[src/rtl/parity_frame_ctrl.sv]
// rtl/parity_frame_ctrl.sv - framed byte parity streamer with optional LRC check word
// Optional feature macro: PARITY_LRC_EN (defined: append LRC check word per frame)
module parity_frame_ctrl #(
    parameter int MAX_LEN = 16,
    parameter int CNT_W   = 8
) (
    input  logic       clk,
    input  logic       rst,
    input  logic       cfg_odd,
    input  logic [7:0] in_data,
    input  logic       in_valid,
    input  logic       in_last,
    output logic       in_ready,
    output logic [8:0] out_data,
    output logic       out_valid,
    input  logic       out_ready,
    output logic       out_is_lrc,
    output logic       frame_done,
    output logic       trunc
);

`ifdef PARITY_LRC_EN
    typedef enum logic [1:0] {S_IDLE, S_DATA, S_LRC} state_t;
`else
    typedef enum logic [0:0] {S_IDLE, S_DATA} state_t;
`endif

    localparam logic [CNT_W-1:0] LEN_LIM = CNT_W'(MAX_LEN);
    localparam logic [CNT_W-1:0] CNT_ONE = {{(CNT_W-1){1'b0}}, 1'b1};

    state_t           state;
    logic [CNT_W-1:0] cnt;
    logic             odd_q;
    logic             out_last;

    logic             slot_free;
    logic             in_fire;
    logic [CNT_W-1:0] cnt_inc;
    logic             hit_len;
    logic             frame_end;
    logic             odd_now;
    logic [8:0]       data_word;

`ifdef PARITY_LRC_EN
    logic [7:0]       acc;
    logic             is_lrc_q;
    assign out_is_lrc = is_lrc_q;
`else
    assign out_is_lrc = 1'b0;
`endif

    // The output register can take a new word when empty or being drained this cycle
    assign slot_free  = !out_valid || out_ready;
    assign in_ready   = slot_free && ((state == S_IDLE) || (state == S_DATA));
    assign in_fire    = in_valid && in_ready;

    // Byte number of the incoming byte within the frame decides forced end
    assign cnt_inc    = cnt + 1'b1;
    assign hit_len    = (state == S_IDLE) ? (MAX_LEN == 1) : (cnt_inc == LEN_LIM);
    assign frame_end  = in_last || hit_len;

    // First byte of a frame uses cfg_odd directly; later bytes use the latched flag
    assign odd_now    = (state == S_IDLE) ? cfg_odd : odd_q;
    assign data_word  = {(^in_data) ^ odd_now, in_data};

    // The frame's final word is marked so its acceptance can be reported
    assign frame_done = out_valid && out_ready && out_last;

    // Frame sequencer and output register
    always_ff @(posedge clk or posedge rst) begin
        if (rst) begin
            state     <= S_IDLE;
            cnt       <= '0;
            odd_q     <= 1'b0;
            out_last  <= 1'b0;
            out_data  <= '0;
            out_valid <= 1'b0;
            trunc     <= 1'b0;
`ifdef PARITY_LRC_EN
            acc       <= '0;
            is_lrc_q  <= 1'b0;
`endif
        end else begin
            if (out_valid && out_ready) begin
                out_valid <= 1'b0;
            end
            if (in_fire) begin
                out_data  <= data_word;
                out_valid <= 1'b1;
                if (state == S_IDLE) begin
                    odd_q <= cfg_odd;
                    cnt   <= CNT_ONE;
                end else begin
                    cnt   <= cnt_inc;
                end
                // Cleared on a frame's first byte, set only by a forced end
                trunc <= hit_len && !in_last;
`ifdef PARITY_LRC_EN
                acc      <= (state == S_IDLE) ? in_data : (acc ^ in_data);
                is_lrc_q <= 1'b0;
                out_last <= 1'b0;
                state    <= frame_end ? S_LRC : S_DATA;
`else
                out_last <= frame_end;
                state    <= frame_end ? S_IDLE : S_DATA;
`endif
            end
`ifdef PARITY_LRC_EN
            else if ((state == S_LRC) && slot_free) begin
                out_data  <= {(^acc) ^ odd_q, acc};
                out_valid <= 1'b1;
                is_lrc_q  <= 1'b1;
                out_last  <= 1'b1;
                state     <= S_IDLE;
            end
`endif
        end
    end

endmodule

[config.mk]
export PLATFORM = sky130hd
export DESIGN_NAME = parity_frame_ctrl
export DESIGN_NICKNAME = d
export VERILOG_FILES = /design/src/rtl/parity_frame_ctrl.sv
export SDC_FILE = /design/constraint.sdc
export NUM_CORES = 1
export LEC_CHECK = 0
export CAP_MARGIN = 20
export CORE_MARGIN = 2
export CORE_UTILIZATION = 52
export DETAILED_ROUTE_END_ITERATION = 8
export GPL_TIMING_DRIVEN = 1
export MAX_ROUTING_LAYER = met4
export PLACE_DENSITY_LB_ADDON = 0.08
export SKIP_LAST_GASP = 1
export SLEW_MARGIN = 0
export SYNTH_ARGS = -nofsm -noshare
export SYNTH_HDL_FRONTEND = slang
export SYNTH_SLANG_ARGS = --single-unit
[constraint.sdc]
create_clock -name clk -period 2.2 [get_ports clk]
set_input_delay 0.55 -clock clk [delete_from_list [all_inputs] [get_ports clk]]
set_output_delay 0.55 -clock clk [all_outputs]
set_load 0.05 [all_outputs]
## Yosys cells after proc, flatten, opt, wreduce, memory -nomap -nowiden

Cells that the tools add are included.

- Bits in registers: 22
- Bits in latches: 0
- RAM bits: 0
- Memory bits (read-only): 0
- Input bits: 14
- Output and inout bits: 14
- Word-level logic and storage cells: 26
- Memories: 0

- Add/subtract/negate cells: 1
- Multipliers: 0
- Divide/modulo/power cells: 0
- $lt $le $gt $ge: 0
- Equal/unequal tests: 1
- Shift-type cells: 0
- Multiplexer cells: 6
- Bitwise logic cells: 1
- Reduce and logical (&&, ||, !) cells: 10

Operator list:

| kind | count |
|---|---|
| adder 8 x 1 -> 8 bit, second input constant | 1 |
| == test 8 x 5 -> 1 bit, second input constant | 1 |
| two-way mux 8 bit | 1 |
| XOR reduction 8 bit | 1 |
| two-way mux 1 bit | 5 |
| logical AND 1 bit | 4 |
| logical NOT 1 bit | 2 |
| logical OR 1 bit | 2 |
| nonzero test 2 bit | 1 |
| bitwise XOR 1 bit | 1 |

## Logic depth before layout (Yosys ltp)

- Depth after elaboration: 5
- Mapped depth: 6
- Gate-level depth less buffers: 6

## Worst setup path after synthesis

No wires, ideal clock.

- Kind: reg2reg
- From: register out_valid
- To: register cnt[5]
- Setup time: 0.095 ns
- Arrival time: 1.933 ns
- Data required time: 2.105 ns
- Path slack: 0.172 ns
- Stages on the path, launching flop included: 7
- Buffers on the path: 2
- Clock period less this slack: 2.028 ns
- Cells stage by stage: dfrtp_1 -> nand2b_1 -> nand2_1 -> buf_2 -> clkbuf_1 -> o21ai_0 -> o31ai_1

- Word-level cells in the longest chain between the ends: 3

RTL lines:

| what | line | text |
|---|---|---|
| from (decl) | 15 | `output logic out_valid,` |
| from (signal assigned) | 77 | `out_valid <= 1'b0;` |
| from (signal assigned) | 85 | `out_valid <= 1'b0;` |
| from (signal assigned) | 89 | `out_valid <= 1'b1;` |
| logical NOT 1 bit | 53 | `assign slot_free = !out_valid \|\| out_ready;` |
| logical OR 1 bit | 53 |  |
| named net in_ready | 13 | `output logic in_ready,` |
| logical AND 1 bit | 55 | `assign in_fire = in_valid && in_ready;` |
| to (signal assigned) | 94 | `cnt <= cnt_inc;` |
| to (decl) | 32 | `logic [CNT_W-1:0] cnt;` |

The timed path passes the listed nets, and every way through them passes these cells.
A chain may end at the register's enable or synchronous reset.

## Worst setup path in the final report

- From: register out_valid
- To: output out_valid

No word-level cell between the ends.

==> insert_results.sql <==
INSERT INTO impl_metrics (metric_group, metric, value, unit) VALUES
('cells_and_area', 'fillCellCount', '181', ''),
('clock_network', 'cts_buffer_depth', '2', ''),
('critical_path', 'reg_to_reg_setup_timing_slack', '430', 'ps'),
('detailed_routing', 'detailedRoute.firstIterationViolations', '13', ''),
('pwr', 'p_leak', '0.000639', 'uW'),
('detailed_routing', 'routed_via_density', '5.28', ''),
('grt', 'antenna_found_initial', '0', ''),
('clock_network', 'cts_root_buffer', 'sky130_fd_sc_hd__clkbuf_4', ''),
('grt', 'grt_overflow_total', '0', ''),
('critical_path', 'critical-path-slowest-cell', 'sky130_fd_sc_hd__clkdlybuf4s50_1', ''),
('logic_synthesis', 'synthFlopType', 'sky130_fd_sc_hd__dfrtp_1', ''),
('critical_path', 'crit_arrival', '1500', 'ps'),
('logic_synthesis', 'synthesis.area', '1160', 'sq um'),
('timing', 'finalSetupTns', '0', 'ps'),
('detailed_routing', 'drt_wl_total', '2060', 'um'),
('critical_path', 'cp_top_family', 'buffers and inverters', ''),
('logic_synthesis', 'yosysTopAreaCellShare', '47.5', '%'),
('grt', 'grt_util_met3', '3.51', '%'),
('critical_path', 'worst_r2r_endpoint', 'trunc$_DFFE_PP0P_', ''),
('clock_network', 'cts_resized', '0', ''),
('logic_synthesis', 'netlist_top_cells_area', 'sky130_fd_sc_hd__dfrtp_1, sky130_fd_sc_hd__mux2_2, sky130_fd_sc_hd__xnor2_1, sky130_fd_sc_hd__nand2_1, sky130_fd_sc_hd__o21ai_0', ''),
('grt', 'grt_use_total', '18.7', '%'),
('floorplan', 'start_util', '53.9', '%'),
('critical_path', 'crit_chain', 'clkdlybuf4s50_1', ''),
('critical_path', 'setup.worst_path.class', 'flop to output port', ''),
('detailed_routing', 'drt.antenna.violating_nets', '0', ''),
('grt', 'groute.layer.met1.usage', '23.9', '%'),
('clock_network', 'post-cts-setup-buffer-count', '0', ''),
('detailed_routing', 'drtPass1Iterations', '4', ''),
('logic_synthesis', 'syn-instance-count', '112', ''),
('timing', 'finalCriticalPeriod', '2050', 'ps'),
('min_path', 'holdCritStartpoint', 'out_data[8]$_DFFE_PP0P_', ''),
('detailed_routing', 'route.vias.total', '877', ''),
('pwr', 'p_clk_share', '18.2', '%'),
('timing', 'finalSetupViolCount', '0', ''),
('grt', 'global_route_wire_length_before_repair', '3550', 'um'),
('critical_path', 'timing.critical_path.required', '1650', 'ps'),
('grt', 'grtUsageMet2', '29.9', '%'),
('critical_path', 'timing.reg2reg.worst_path_depth', '6', ''),
('timing', 'drv_slew', '0', ''),
('pwr', 'power_density', '820', 'nW/um^2'),
('pwr', 'cell_internal_power_dissipation', '774', 'uW'),
('critical_path', 'reg2reg_from', 'cnt[0]$_DFFE_PP0P_', ''),
('pwr', 'sequentialPowerShare', '46.1', '%'),
('clock_network', 'post_cts_hold_buffer_count', '0', ''),
('clock_network', 'clkLatencyLatePin', '310', 'ps'),
('timing', 'fin_worst_hold_slack', '505', 'ps'),
('logic_synthesis', 'mappedNetlistNets', '128', ''),
('clock_network', 'numClockSinks', '22', ''),
('pwr', 'power.switching_fraction', '37.1', '%'),
('cells_and_area', 'final-seq-area', '551', 'sq um'),
('pwr', 'power.combinational.fraction', '35.6', '%'),
('placement', 'gp_congestion', '0.811', ''),
('timing', 'worst-slew-pin-transition', '505', 'ps'),
('grt', 'grt_pass1_vias', '831', ''),
('logic_synthesis', 'post_synth_top_cells', 'sky130_fd_sc_hd__dfrtp_1, sky130_fd_sc_hd__nand2_1, sky130_fd_sc_hd__xnor2_1', ''),
('floorplan', 'design.core.area', '2150', 'sq um'),
('pwr', 'vdd.ir_drop.worst', '547', 'uV'),
('detailed_routing', 'wl_per_cell', '12.4', 'um'),
('placement', 'post-dp-hpwl', '1550', 'um'),
('min_path', 'hp-class', 'flop to flop', ''),
('timing', 'timing.final.crit_share', '93.1', '%'),
('min_path', 'hold-path-cell-count', '2', ''),
('critical_path', 'worst_path_largest_cell_delay', '810', 'ps'),
('detailed_routing', 'drcViolationCount', '0', ''),
('timing', 'fmax', '488', 'MHz'),
('critical_path', 'largest_fanout_of_any_net_on_the_critical_path', '3', ''),
('logic_synthesis', 'sequential_cell_area_fraction_in_the_yosys_report', '47.5', '%'),
('outcome', 'outcome', 'complete, no violations', ''),
('logic_synthesis', 'ys_ff_latch', '22', ''),
('cells_and_area', 'multi_input_comb_area', '557', 'sq um');
## state kept, by name (all words and copies together) (netlist names)
register	flops
odd_q	1
out_last	1
state	1
out_valid	1
cnt	8
out_data	9
trunc	1
## per-stage QoR
stage	instances	total power (uW)	setup WS (ps)	utilization [%]	area, sq um
detailed placement	162	1020	168	68.2	1470
finish	166	1230	152	69.9	1500
global placement	162	1010	221	68.2	1470
floorplan	112	880	172	-	1160
global route	166	1310	91.8	69.9	1500
CTS	166	1240	147	69.9	1500
## cells by family after synthesis
group	Yosys count	share of synthesized area (%)
other	1	0.324
AO/OA/AOI/OAI	18	9.61
AND/OR/NAND/NOR	38	17.3
flip-flops	22	47.5
multiplexers	10	9.61
adder cells (fa/ha/maj)	2	2.16
XOR/XNOR	12	9.07
buffers and inverters	9	4.43
## layout by cell type (no fill, tap or decap), types with 2 or more instances in the layout
cell	instances
sky130_fd_sc_hd__dfrtp_1	22
sky130_fd_sc_hd__clkbuf_4	3
sky130_fd_sc_hd__ha_1	2
sky130_fd_sc_hd__o21ai_0	8
sky130_fd_sc_hd__xnor2_1	11
sky130_fd_sc_hd__clkdlybuf4s50_1	24
sky130_fd_sc_hd__nor2_1	6
sky130_fd_sc_hd__a21oi_1	3
sky130_fd_sc_hd__buf_4	2
sky130_fd_sc_hd__nand2_1	17
sky130_fd_sc_hd__nand2b_1	3
sky130_fd_sc_hd__mux2_2	9
sky130_fd_sc_hd__nor3_1	2
sky130_fd_sc_hd__nand3_1	5
sky130_fd_sc_hd__buf_12	3
sky130_fd_sc_hd__o31ai_1	3
sky130_fd_sc_hd__inv_1	2
## layout make-up
class | instances | area share (%)
sequential | 22 | 36.7
timing repair buffer | 29 | 21.0
inverter | 2 | 0.500
tap | 28 | 2.33
clock buffer | 4 | 2.42
multi-input combinational | 81 | 37.1
## worst max path at each step
stage / start / endpoint / slack, ps / depth (start not counted)
floorplan: out_valid$_DFFE_PP0P_ / cnt[5]$_DFFE_PP0P_ / 170 / 6
global placement: out_ready / out_data[7]$_DFFE_PP0P_ / 220 / 4
detailed placement: out_ready / cnt[5]$_DFFE_PP0P_ / 170 / 5
CTS: out_valid$_DFFE_PP0P_ / out_valid / 150 / 1
global route: out_valid$_DFFE_PP0P_ / out_valid / 90 / 1
finish: out_valid$_DFFE_PP0P_ / out_valid / 150 / 1
## metal layers
metal	share of wire [%]	vias up	routed length (um)
li1	-	433	-
met1	45	418	934
met2	49	22	1020
met3	4.3	4	88
met4	1.1	0	22
met5	0	-	0
## power by group through the flow
stage,logic [uW],clock network (uW),registers (uW)
after floorplan,229,0,651
after global placement,436,0,571
after detailed placement,441,0,575
after CTS,443,230,566
after global routing,482,248,581
final,439,224,567
## worst reg2reg max path, stage by stage (launching register included)
cell                      delay (ps)
sky130_fd_sc_hd__dfrtp_1         470
sky130_fd_sc_hd__ha_1            270
sky130_fd_sc_hd__nand3_1         150
sky130_fd_sc_hd__nor2_1          160
sky130_fd_sc_hd__xnor2_1         140
sky130_fd_sc_hd__nor4b_2         340
sky130_fd_sc_hd__a22o_1          180
(Power assumes the default switching activity.)
==> patch 1 (config.mk and constraints unchanged) <==
Build with the macro `PARITY_LRC_EN` defined.
--- a/src/rtl/parity_frame_ctrl.sv
+++ b/src/rtl/parity_frame_ctrl.sv
@@ -1,5 +1,7 @@
 // rtl/parity_frame_ctrl.sv - framed byte parity streamer with optional LRC check word
 // Optional feature macro: PARITY_LRC_EN (defined: append LRC check word per frame)
+`define PARITY_LRC_EN
+
 module parity_frame_ctrl #(
     parameter int MAX_LEN = 16,
     parameter int CNT_W   = 8
Check against the original RTL: not equivalent (Yosys sat finds a counterexample within 4 cycles, from zero or initial values and one cycle with rst high).
==> patch 1 against the original RTL <==
Design area increased by 46%; core utilization decreased by 3.0 points; power increased to 2.7 times the old value; synthesized area increased by 51%; setup slack got worse by 0.026 ns; maximum frequency decreased by 1.2%; largest power group is now combinational cells; wire length increased by 80%; cell count increased by 57%; sequential cell count increased by 9; critical path type unchanged.
==> patch 1: results (changes against the original RTL) <==
status:
  run_status: "finished, final reports clean"  # unchanged
placed_design:
  preCtsSetupSlack_ns: 0.108  # was 0.168 ns
  placed_cells: 252  # was 162
  place.port_buffers: 27  # was 26
  dp.final_hpwl_um: 2660  # was 1550 um
  place_congestion: 0.848  # was 0.811
power_and_ir_drop:
  power_sequential_mw: 1.05  # was 0.567 mW
  p_leak_nw: 0.926  # was 0.639 nW
  power_frac_comb_pct: 57.3  # was 35.6%
  switching_share_pct: 44.3  # was 37.1%
layout:
  post_layout_nonfiller_instances: 260  # was 166
  largest_registers: "out_data (9), acc (8), cnt (8)"  # was out_data (9), cnt (8)
  fillerInstances: 271  # was 181
timing:
  final.setup_skew_ns: 0.00658  # was 0.00711 ns
  worst_slew_pin_tran_ns: 0.503  # was 0.505 ns
  fin_hold_ws_ns: 0.488  # was 0.505 ns
detailed_routing:
  total_wirelength_of_the_detailed_routed_design_um: 3710  # was 2060 um
  drtIter0Drc: 64  # was 13
setup_path:
  ff2ff_setup_slack_ns: 0.41  # was 0.43 ns
  worst_ep_arrival_time_ns: 1.52  # was 1.50 ns
  critical_path_maximum_fanout: 4  # was 3
worst_hold_path:
  hold_start: "trunc"  # was out_data[8]
  worstHoldEndpoint: "trunc"  # was out_data[8]
global_route:
  use_met1_pct: 27.2  # was 23.9%
  first_global_vias: 1339  # was 831
  met2_track_demand_over_resource_pct: 36.5  # was 29.9%
  grt_first_pass_wirelength_um: 6070  # was 3550 um
clocking:
  cts_inserted_buffers: 5  # was 3
  insertion_delay_ns: 0.33  # was 0.31 ns
  ctsHtreeMaxLevel: 2  # was 1
logic_synthesis:
  synth.lib_cells_used.distinct: 39  # was 29
  synthesis.instances: 180  # was 112
  synth.net_count: 196  # was 128
  ys_seq_area_share_pct: 44.3  # was 47.5%
==> patch 1: cell families (layout without fill, tap and decap cells) <==
kind of cell / Yosys count / in the layout / share of synthesized area (%)
XOR/XNOR: 15 / 15 / 8.28
AO/OA/AOI/OAI: 49 / 49 / 19.3
flip-flops: 31 / 31 / 44.3
buffers and inverters: 12 / 46 / 3.28
adder cells (fa/ha/maj): 2 / 2 / 1.43
multiplexers: 8 / 8 / 4.71
AND/OR/NAND/NOR: 63 / 63 / 18.7
==> patch 1: final cells by class <==
class / count / share of cell area [%]
multi-input combinational: 137 / 42.1
sequential: 31 / 35.3
timing repair buffer: 34 / 16.2
clock buffer: 8 / 3.13
tap: 46 / 2.62
inverter: 4 / 0.683
==> patch 1: worst register-to-register path, delay by kind of cell (launching register included) <==
family | cells | cell delay, ns
adder cells (fa/ha/maj) | 1 | 0.25
flip-flops | 1 | 0.44
AO/OA/AOI/OAI | 3 | 0.84
AND/OR/NAND/NOR | 1 | 0.17
==> patch 1: metal layers <==
layer | vias up | routed length [um]
met5 | - | 0
met4 | 0 | 39
met3 | 4 | 177
met2 | 31 | 1820
met1 | 682 | 1670
li1 | 707 | -
==> patch 1: worst max-delay path by stage <==
stage / from / slack (ns) / to
CTS: out_valid / 0.11 / out_valid
floorplan: out_valid / 0.22 / in_ready
global route: out_valid / 0.05 / out_valid
finish: out_valid / 0.13 / out_valid
detailed placement: out_ready / 0.11 / odd_q
global placement: out_ready / 0.13 / odd_q
==> patch 1: stage by stage <==
step	cell area [um2]	utilization [%]
CTS	2200	66.9
global placement	2130	64.8
finish	2200	66.9
global route	2200	66.9
detailed placement	2130	64.8
floorplan	1750	-
==> patch 2 (config.mk and constraints unchanged) <==
Without the edit above. Make the reset (`rst`) synchronous in one clocked block.
--- a/src/rtl/parity_frame_ctrl.sv
+++ b/src/rtl/parity_frame_ctrl.sv
@@ -67,7 +67,7 @@
     assign frame_done = out_valid && out_ready && out_last;
 
     // Frame sequencer and output register
-    always_ff @(posedge clk or posedge rst) begin
+    always_ff @(posedge clk) begin
         if (rst) begin
             state     <= S_IDLE;
             cnt       <= '0;
Formal check against the unedited RTL: differs if rst is asserted again (counterexample within 4 cycles, from zero or initial values and one cycle with rst high); with rst held inactive, the same outputs for 10 cycles.
==> patch 2 against the original RTL <==
Hold slack got worse by 0.039 ns; sequential cell count unchanged; register-to-register slack got worse by 0.09 ns; wire length increased by 25%; sequential share of layout area decreased by 6.6 points; maximum frequency decreased by 0.54%; setup slack got worse by 0.011 ns; synthesized area decreased by 2.7%; design area decreased by 2.5%; largest cell class unchanged.
Power is not compared: it rests on default switching activity, and its combinational part moved more than twofold at a synthesized area within 25%.
==> patch 2: results (changes against the original RTL) <==
status:
  run_status: "finished, final reports clean"  # unchanged
layout:
  finalNetCount: 181  # was 155
  largest_registers: "out_data (9), cnt (8)"  # unchanged
  fillerInstances: 151  # was 181
  post_route_cells_drive_above_1_share_pct: 8.54  # was 15.2%
placed_design:
  dp.final_hpwl_um: 1840  # was 1550 um
  place_congestion: 0.854  # was 0.811
  preCtsSetupSlack_ns: 0.126  # was 0.168 ns
timing:
  final.setup_skew_ns: 0.00349  # was 0.00711 ns
  worst_slew_pin_tran_ns: 0.508  # was 0.505 ns
logic_synthesis:
  async_flop_share_pct: 0  # was 100%
  ys_seq_area_share_pct: 39.1  # was 47.5%
  synth.net_count: 156  # was 128
  synth_top_cells_by_area: "dfxtp_1 (39%), nand2_1 (9.0%), a21oi_1 (8.0%), xnor2_1 (6.2%), nand3_1 (2.7%)"  # was dfrtp_1 (48%), mux2_2 (8.7%), xnor2_1 (8.3%), nand2_1 (5.5%), o21ai_0 (3.5%)
  synth_common_cells: "nand2_1 (27), dfxtp_1 (22), a21oi_1 (18)"  # was dfrtp_1 (22), nand2_1 (17), xnor2_1 (11)
  synth.lib_cells_used.distinct: 35  # was 29
  yosys_warnings: 0  # unchanged
worst_hold_path:
  worst_hold_path_type: "flop to flop"  # unchanged
clocking:
  cts_resized: 0  # unchanged
  ctsHtreeMaxLevel: 1  # unchanged
  insertion_delay_ns: 0.31  # about the same
  clockRootBuffer: "clkbuf_4"  # unchanged
  post_cts_buffers: 0  # unchanged
  cts_inserted_buffers: 3  # unchanged
  clkSlewWorstSetupHoldPaths_ns: 0.13
global_route:
  first_global_vias: 971  # was 831
  gr-usage-all-layers_pct: 22.5  # was 18.7%
  pin_count_of_the_biggest_net_entering_global_routing: 18  # was 23
  antenna_found_initial: 0  # unchanged
  grt_first_pass_wirelength_um: 4280  # was 3550 um
power_and_ir_drop:
  p_leak_nw: 0.562
  switching_share_pct: 27.3
  vdd.ir_drop.worst_mv: 0.645
detailed_routing:
  drt-vias-per-instance: 5.60  # was 5.28
  drtIter0Drc: 49  # was 13
  total_wirelength_of_the_detailed_routed_design_um: 2580  # was 2060 um
  firstDrtPassIters: 5  # was 4
setup_path:
  critical-path-max-stage-delay_ns: 0.82
  cpMaxStageDelayCell: "clkdlybuf4s50_1"  # unchanged
  critical_path_maximum_fanout: 3  # unchanged
patch 2: changes by cell type after synthesis, moves of 9 or more:
| cell | before | now |
|---|---|---|
| dfrtp_1 | 22 | 0 |
| dfxtp_1 | 0 | 22 |
| a21oi_1 | 3 | 18 |
| nand2_1 | 17 | 27 |
| mux2_2 | 9 | 0 |
patch 2: final timing paths:
check,from,end,slack [ns],cells past startpoint
max reg2reg,cnt[0],out_last,0.34,6
min reg2reg,out_data[6],out_data[6],0.47,2
min,out_data[6],out_data[6],0.47,2
max,out_valid,out_valid,0.14,1
patch 2: stage by stage:
stage	cell area, um2	instances
4_1_cts	1460	191
3_3_place_gp	1410	187
2_1_floorplan	1130	140
6_report	1460	191
5_1_grt	1460	191
3_5_place_dp	1410	187
patch 2: metal layers:
| layer | part of all wire, % | GRT usage (%) | vias up |
|---|---|---|---|
| li1 | - | - | 529 |
| met1 | 42 | 26.3 | 499 |
| met2 | 51 | 39.9 | 39 |
| met3 | 5.6 | 5.65 | 2 |
| met4 | 0.58 | 3.15 | 0 |
| met5 | 0 | - | - |
patch 2: cell families after synthesis:
| kind of cell | share of synthesized area (%) |
|---|---|
| simple gates | 24.5 |
| compound gates | 18.4 |
| flops | 39.1 |
| buf+inv | 6.66 |
| xor+xnor | 6.99 |
| fa+ha+maj | 2.22 |
| mux | 1.78 |
| other cells | 0.333 |
patch 2: power groups by stage:
stage	Clock, mW	Combinational (mW)	Sequential [mW]
floorplan	0	0.0837	0.478
detailed placement	0	0.198	0.439
CTS	0.320	0.199	0.431
global route	0.333	0.211	0.434
finish	0.314	0.198	0.431
global placement	0	0.196	0.439
patch 2: final cells by class:
type / instances / share of cell area (%)
clock buffer: 3 / 1.54
inverter: 2 / 0.513
clock inverter: 1 / 2.05
timing repair buffer: 31 / 21.7
multi-input combinational: 105 / 41.8
sequential: 22 / 30.1
tap: 27 / 2.31
